### config.mk
export PLATFORM = sky130hd
export DESIGN_NAME = lbr_drain_unit
export DESIGN_NICKNAME = d
export VERILOG_FILES = /design/src/rtl/lbr_pkg.sv /design/src/rtl/lbr_drain_unit.sv
export SDC_FILE = /design/constraint.sdc
export NUM_CORES = 1
export LEC_CHECK = 0
export BUFFER_PORTS_ARGS = -buffer_cell sky130_fd_sc_hd__buf_2
export CAP_MARGIN = 5
export CELL_PAD_IN_SITES_DETAIL_PLACEMENT = 0
export CELL_PAD_IN_SITES_GLOBAL_PLACEMENT = 2
export CORE_UTILIZATION = 26
export DETAILED_ROUTE_END_ITERATION = 10
export MAX_ROUTING_LAYER = met4
export PLACE_DENSITY = 0.83
export SYNTH_ARGS = -nofsm -noshare
export SYNTH_HDL_FRONTEND = slang
export SYNTH_SLANG_ARGS = --single-unit
### constraint.sdc
create_clock -name clock -period 3.38 [get_ports clock]
set_clock_uncertainty 0.1 [all_clocks]
set_input_delay 0.338 -clock clock [delete_from_list [all_inputs] [get_ports clock]]
set_output_delay 0.338 -clock clock [all_outputs]
set_load 0.1 [all_outputs]
### src/rtl/lbr_pkg.sv
// lbr_pkg
// Shared definitions for the LBR drain engine: read-port bank selects, the
// read-request encoding, the TOS register address helper and the drain FSM
// state encoding.
package lbr_pkg;

    // Bank select occupies the two bits above the slot index.
    localparam logic [1:0] LBR_BANK_FROM = 2'b00;
    localparam logic [1:0] LBR_BANK_TO   = 2'b01;

    // Read request encoding on lbr_req; bit0 (write) is never used here.
    localparam logic [1:0] LBR_REQ_READ  = 2'b10;
    localparam logic [1:0] LBR_REQ_NONE  = 2'b00;

    typedef enum logic [2:0] {
        S_IDLE    = 3'd0,
        S_RD_TOS  = 3'd1,
        S_RD_FROM = 3'd2,
        S_RD_TO   = 3'd3,
        S_EMIT    = 3'd4,
        S_DONE    = 3'd5
    } drain_state_e;

    // The TOS register sits just above both banks: 1 << (IW+1).
    function automatic int unsigned lbr_tos_addr(input int unsigned lbr_size);
        return 32'd1 << ($clog2(lbr_size) + 1);
    endfunction

endpackage

### src/rtl/lbr_drain_unit.sv
// lbr_drain_unit
// Drains the LBR ring newest-to-oldest. On start it reads the TOS pointer,
// then for each slot reads the from bank and the to bank and emits one
// {from, to} record. Records are flagged torn if a branch committed while
// the ring was being read during this drain.
//
// Ports:
//   clock, reset       single clock, synchronous active-low reset
//   start, count       drain request and entry count (0 or >LBR_SIZE means all)
//   branch_commit      branch-write strobe that also feeds the LBR unit
//   lbr_req, lbr_addr  read request/address to the LBR unit (Moore decoded)
//   lbr_data           read data, combinational from lbr_addr
//   out_*              record stream to the security monitor
//   busy, done         activity flag and completion pulse
//   dbg_state          current FSM state, for observation only
//
// Stream handshake: a record transfers on a rising edge where out_valid and
// out_ready are both 1. Once out_valid is raised it stays high, with
// out_from/out_to/out_index/out_last/out_torn unchanged, until that transfer
// happens (only reset can withdraw it). out_valid does not depend on
// out_ready.
module lbr_drain_unit
    import lbr_pkg::*;
#(
    parameter int DATA_WIDTH = 64,
    parameter int LBR_SIZE   = 16,
    localparam int IW        = $clog2(LBR_SIZE)
) (
    input  logic                  clock,
    input  logic                  reset,
    input  logic                  start,
    input  logic [IW:0]           count,
    input  logic                  branch_commit,
    output logic [1:0]            lbr_req,
    output logic [DATA_WIDTH-1:0] lbr_addr,
    input  logic [DATA_WIDTH-1:0] lbr_data,
    output logic                  out_valid,
    input  logic                  out_ready,
    output logic [DATA_WIDTH-1:0] out_from,
    output logic [DATA_WIDTH-1:0] out_to,
    output logic [IW-1:0]         out_index,
    output logic                  out_last,
    output logic                  out_torn,
    output logic                  busy,
    output logic                  done,
    output drain_state_e          dbg_state
);

    localparam logic [DATA_WIDTH-1:0] TOS_ADDR   = DATA_WIDTH'(lbr_tos_addr(LBR_SIZE));
    localparam logic [IW:0]           FULL_COUNT = (IW+1)'(LBR_SIZE);

    drain_state_e          state;
    drain_state_e          state_next;
    logic [IW-1:0]         idx;
    logic [IW:0]           remaining;
    logic [IW:0]           count_clamped;
    logic [DATA_WIDTH-1:0] from_reg;
    logic [DATA_WIDTH-1:0] to_reg;
    logic                  torn;
    logic                  reading;

    // Zero means "whole ring"; anything larger than the ring is also the whole ring.
    always_comb begin
        count_clamped = count;
        if (count == '0 || count > FULL_COUNT) begin
            count_clamped = FULL_COUNT;
        end
    end

    assign reading = (state == S_RD_TOS) || (state == S_RD_FROM) || (state == S_RD_TO);

    always_comb begin
        state_next = state;
        case (state)
            S_IDLE:    if (start) state_next = S_RD_TOS;
            S_RD_TOS:  state_next = S_RD_FROM;
            S_RD_FROM: state_next = S_RD_TO;
            S_RD_TO:   state_next = S_EMIT;
            S_EMIT: begin
                if (out_ready) begin
                    state_next = (remaining == (IW+1)'(1)) ? S_DONE : S_RD_FROM;
                end
            end
            S_DONE:    state_next = S_IDLE;
            default:   state_next = S_IDLE;
        endcase
    end

    always_ff @(posedge clock) begin
        if (!reset) begin
            state     <= S_IDLE;
            idx       <= '0;
            remaining <= '0;
            from_reg  <= '0;
            to_reg    <= '0;
            torn      <= 1'b0;
        end else begin
            state <= state_next;
            case (state)
                S_IDLE: begin
                    if (start) begin
                        remaining <= count_clamped;
                        torn      <= 1'b0;
                    end
                end
                S_RD_TOS:  idx      <= lbr_data[IW-1:0];
                S_RD_FROM: from_reg <= lbr_data;
                S_RD_TO:   to_reg   <= lbr_data;
                S_EMIT: begin
                    if (out_ready) begin
                        remaining <= remaining - 1'b1;
                        // Walking toward older entries; wraps naturally at IW bits.
                        idx       <= idx - 1'b1;
                    end
                end
                default: ;
            endcase
            // A commit during any ring read may have moved entries under us.
            if (reading && branch_commit) begin
                torn <= 1'b1;
            end
        end
    end

    // Read port is decoded from the registered state only.
    always_comb begin
        lbr_req  = LBR_REQ_NONE;
        lbr_addr = '0;
        case (state)
            S_RD_TOS: begin
                lbr_req  = LBR_REQ_READ;
                lbr_addr = TOS_ADDR;
            end
            S_RD_FROM: begin
                lbr_req             = LBR_REQ_READ;
                lbr_addr[IW+1:0]    = {LBR_BANK_FROM, idx};
            end
            S_RD_TO: begin
                lbr_req             = LBR_REQ_READ;
                lbr_addr[IW+1:0]    = {LBR_BANK_TO, idx};
            end
            default: ;
        endcase
    end

    assign out_valid = (state == S_EMIT);
    assign out_last  = (state == S_EMIT) && (remaining == (IW+1)'(1));
    assign out_torn  = (state == S_EMIT) && torn;
    assign out_from  = from_reg;
    assign out_to    = to_reg;
    assign out_index = idx;
    assign busy      = (state != S_IDLE);
    assign done      = (state == S_DONE);
    assign dbg_state = state;

endmodule
==> Yosys cells after proc, flatten, opt, wreduce, memory -nomap -nowiden <==
Index checks and enable logic that the tools add are counted.
{ "totals": {"ff_bits": 141, "latch_bits": 0, "ramBits": 0, "mem_bits_ro": 0, "inputBits": 74, "out_inout_bits": 206, "wordCells": 50, "mem_count": 0} }
{ "op_classes": {"add_sub_neg": 2, "n_mul": 0, "div": 0, "order_cmp": 1, "n_eq_ne": 8, "shift": 0, "n_mux": 15, "bitwise_logic": 0, "reduce_logical": 18} }
{ "op_table": {"columns": ["cell", "n"], "rows": [
  ["6-bit case mux with 3 select lines", 1],
  ["5-bit two-way mux", 3],
  ["3-bit case mux with 5 select lines", 1],
  ["5-bit case mux with 2 select lines", 1],
  ["3-bit two-way mux", 3],
  ["4-bit case mux with 2 select lines", 1],
  ["2-bit nonzero test", 4],
  ["3-bit by 2-bit equality test with 1-bit output (second input constant)", 2],
  ["3-bit equality test (second input constant)", 2],
  ["2-bit AND reduction", 3],
  ["5-bit by 1-bit equality test with 1-bit output (second input constant)", 1],
  ["5-bit > comparator (second input constant)", 1],
  ["5-bit zero test", 1],
  ["5-bit by 1-bit subtractor with 5-bit output (second input constant)", 1],
  ["4-bit two-way mux", 1],
  ["4-bit by 1-bit subtractor with 4-bit output (second input constant)", 1],
  ["3-bit by 1-bit equality test with 1-bit output (second input constant)", 1],
  ["1-bit logical AND", 3],
  ["3-bit zero test", 1],
  ["1-bit logical OR", 3],
  ["1-bit two-way mux", 3],
  ["3-bit AND reduction", 1],
  ["3-bit nonzero test", 1],
  ["3-bit OR reduction", 1],
  ["other kinds (3)", 3]
]} }

==> Depth between registers and ports, before layout <==
{ "logic_depth": {"depth_word": 6, "ltp_mapped": 7, "mapped_depth_nobuf": 5} }

==> Worst setup path before layout <==
OpenSTA, ideal clock, no wires.
{ "synth_path": {"path_kind": "flip-flop to output port", "from": "register state[2] (netlist: dbg_state[2])", "to": "output out_last", "arrival_time_ns": 3.009, "t_required_ns": 2.942, "path_slack_ns": -0.067, "stages_incl_launch_ff": 4, "path_buffers": 1, "cell_sequence": "dfxtp_1 -> or3b_1 -> clkbuf_1 -> nor2_1"} }
{ "synth_via": {"elab_chain_cells": 2} }
{ "synth_lines": {"columns": ["element", "line_no", "text"], "rows": [
  ["start, declared", "lbr_drain_unit.sv:52", "drain_state_e state;"],
  ["start signal, assigned", "lbr_drain_unit.sv:98", "state <= state_next;"],
  ["3-bit equality test", "lbr_drain_unit.sv:147", "assign out_last = (state == S_EMIT) && (remaining == (IW+1)'(1));"],
  ["1-bit logical AND", "lbr_drain_unit.sv:147", null],
  ["end, declared", "lbr_drain_unit.sv:42", "output logic out_last,"]
]} }
No other way between the ends.

==> Worst setup path in the final report <==
{ "layout_path": {"from": "register state[2] (netlist: dbg_state[2])", "to": "output out_torn"} }
{ "layout_via": {"elab_chain_cells": 2} }
{ "layout_lines": {"columns": ["element", "line_no", "text"], "rows": [
  ["3-bit equality test", "lbr_drain_unit.sv:148", "assign out_torn = (state == S_EMIT) && torn;"],
  ["1-bit logical AND", "lbr_drain_unit.sv:148", null],
  ["end, declared", "lbr_drain_unit.sv:43", "output logic out_torn,"]
]} }
No other way between the ends.

==> impl_metrics.toml <==
[clock_tree]
cts_tree = "built"
cts_resized = 0
numCtsBuffers = 17
cts.clk_slew.worst_paths_ns = 0.07
clock-sinks = 141
clockBufferDepth = 2
clk_latency_ns = 0.42
holdBufCountCts = 0
cts_setup_buffers = 0
clockRootBuffer = "clkbuf_16"
cts_max_level = 4

[drt]
ant_nets = 0
drt_iter0_drc = 184
wirelength_mm = 17.2
drcViolationCount = 0
viasPerCell = 4.35
drt-pass1-iter-count = 5
via_count = 5312
avgRoutedWirePerCell_um = 14.1

[grt]
antenna_found_initial = 0
grt_overflow_total = 0
track_usage_pct = 15.0
grt_pass1_wl_mm = 25.3
grt_max_degree = 71
grt_pass1_vias = 4684

[floorplan]
start_util_pct = 26.5
rows = 54
ioPinCount = 280
core_area_um2 = 21800
die_w_um = 151
die_y_um = 151
die_area_um2 = 22700

[sta]
slew_viol_final = 0
hold_viol_final = 0
max-slew-margin-rel_pct = 45.9
tns_ns = 0
finalWorstSetupSlack_ns = 0.411
grt_setup_unrepaired = "false"
period_needed_ns = 2.97
finalSetupViolCount = 0
max_clock_freq_ghz = 0.337
fin_crit_sh_pct = 87.8
worst-slew-pin-transition_ns = 0.812

[pwr]
p_per_area_nw_per_um2 = 677
peakVddDrop_mv = 0.233
leakage_nw = 3.30

[synth]
ys_warn_count = 0
async_flop_share_pct = 0
ys_types = 47
synth_seq_area_share_pct = 49.0
ys.flop_type = "dfxtp_1"
synth_edf_count = 0
synthCells = 734
syn_avg_cell_area_um2 = 7.84
ys_ff_latch = 141
netlist_area_um2 = 5760

[min_path]
min_delay_path_depth = 3
hold_class = "in2reg"
hold_end = "out_to[48]"
min_from = "lbr_data[48]"

[worst_setup_path]
max_stage_delay_ns = 0.66
rrSetupSlack_ns = 0.92
cp-end-kind = "primary output"
crit_chain = "or3b_1, inv_2, and2_1, buf_2"
reg2reg_depth = 4
timing.rr.start = "dbg_state[2]"
crit_path_start = "dbg_state[2]"
cp_max_fo = 19
regToRegEndpoint = "remaining[4]"
cpMaxStageDelayCell = "dfxtp_1"
worstSetupPathType = "reg2out"
start_kind = "flop"
arrival_ns = 2.53
path_delay_family = "simple AND/OR/NAND/NOR gates"
cp_num_buf_inv = 2
cp.required_ns = 2.94

[finish]
final_common_cell = "nand2_1"
drive_gt1_share_pct = 28.9
antenna_cells = 0
finalNetCount = 1006
mostFrequentLayoutCells = "nand2_1, buf_2, dfxtp_1, a21oi_1, conb_1"
area_growth_pct = 29.6

[place]
gp_congestion = 0.764
io_buffers = 220
dp_hpwl_mm = 11.1
dp_worst_setup_slack_ns = 0.847

[status]
status = "complete, no violations"

[job]
cap_viol_max_count = 0
-- worst reg2reg max path, cell delays in order (launching register included) --
cell,delay [ns]
dfxtp_1,0.66
or3b_1,0.60
inv_2,0.27
mux2_2,0.36
a2111oi_0,0.35
-- worst max path at each step --
stage	end	slack (ns)	cells after the start
after floorplan	out_torn	0.34	4
after global placement	out_torn	0.87	4
after detailed placement	out_torn	0.85	4
after CTS	out_torn	0.39	4
after global routing	out_torn	0.28	4
final	out_torn	0.41	4
-- power by group --
part	leakage [nW]	internal (mW)	total [mW]	switching (mW)
registers	1.14	1.74	1.80	0.0586
logic	1.87	0.195	1.36	1.16
clock network	0.282	1.13	1.89	0.760
total	3.30	3.07	5.05	1.98
-- cell families (layout without fill, tap and decap cells) --
kind of cell | after synthesis | in the layout | synth area share (%)
muxes | 7 | 7 | 1.26
and+or+nand+nor | 305 | 305 | 21.9
DFF | 141 | 141 | 49.0
other | 1 | 59 | 0.0652
xor gates and xnor gates | 1 | 1 | 0.152
AOI/OAI and AO/OA | 155 | 155 | 14.6
buffers and inverters | 120 | 269 | 12.1
adders and majority gates | 4 | 4 | 0.870
-- registers in the layout, indices dropped and copies added (netlist names) --
name	flops
dbg_state	3
remaining	5
out_to	64
torn	1
out_index	4
out_from	64
-- metrics by stage --
stage / total power [mW] / utilization [%] / cells / cell area (um2) / hold WS [ns]
4_1_cts: 5.12 / 34.3 / 1221 / 7460 / 0.0402
6_report: 5.05 / 34.3 / 1221 / 7460 / 0.0651
3_3_place_gp: 3.21 / 31.6 / 1189 / 6870 / 0.339
5_1_grt: 5.26 / 34.3 / 1221 / 7460 / 0.0485
3_5_place_dp: 3.21 / 31.6 / 1189 / 6870 / 0.343
2_1_floorplan: 3.04 / - / 792 / 5980 / 0.363
-- synthesized netlist by cell type, types with 5 or more instances --
cell type  instances  share of area, %
buf_1             12              0.78
dfxtp_1          141                49
buf_4             60               7.8
nor2b_1            5              0.54
nor2_1             8              0.52
mux2i_1            5              0.87
inv_1              9              0.59
and2_1             7              0.76
buf_2              9              0.78
nand2_1          261                17
clkbuf_1          27               1.8
a21oi_1          133                12
-- final cells by class --
cell class,instances,area (um2)
Fill cell,2394,14300
Sequential cell,141,2820
Multi-Input combinational cell,531,2460
Timing Repair Buffer,226,1190
Clock buffer,19,453
Tap cell,280,350
Clock inverter,13,140
Inverter,11,43.8
-- routing by layer --
layer | up-vias | share of wire (%) | GRT usage (%)
li1 | 2655 | - | -
met1 | 2464 | 43 | 18.0
met2 | 181 | 49 | 23.9
met3 | 12 | 6.7 | 4.13
met4 | 0 | 1.1 | 5.45
met5 | - | 0 | -
Note: power is estimated with default switching activity, not from simulation.
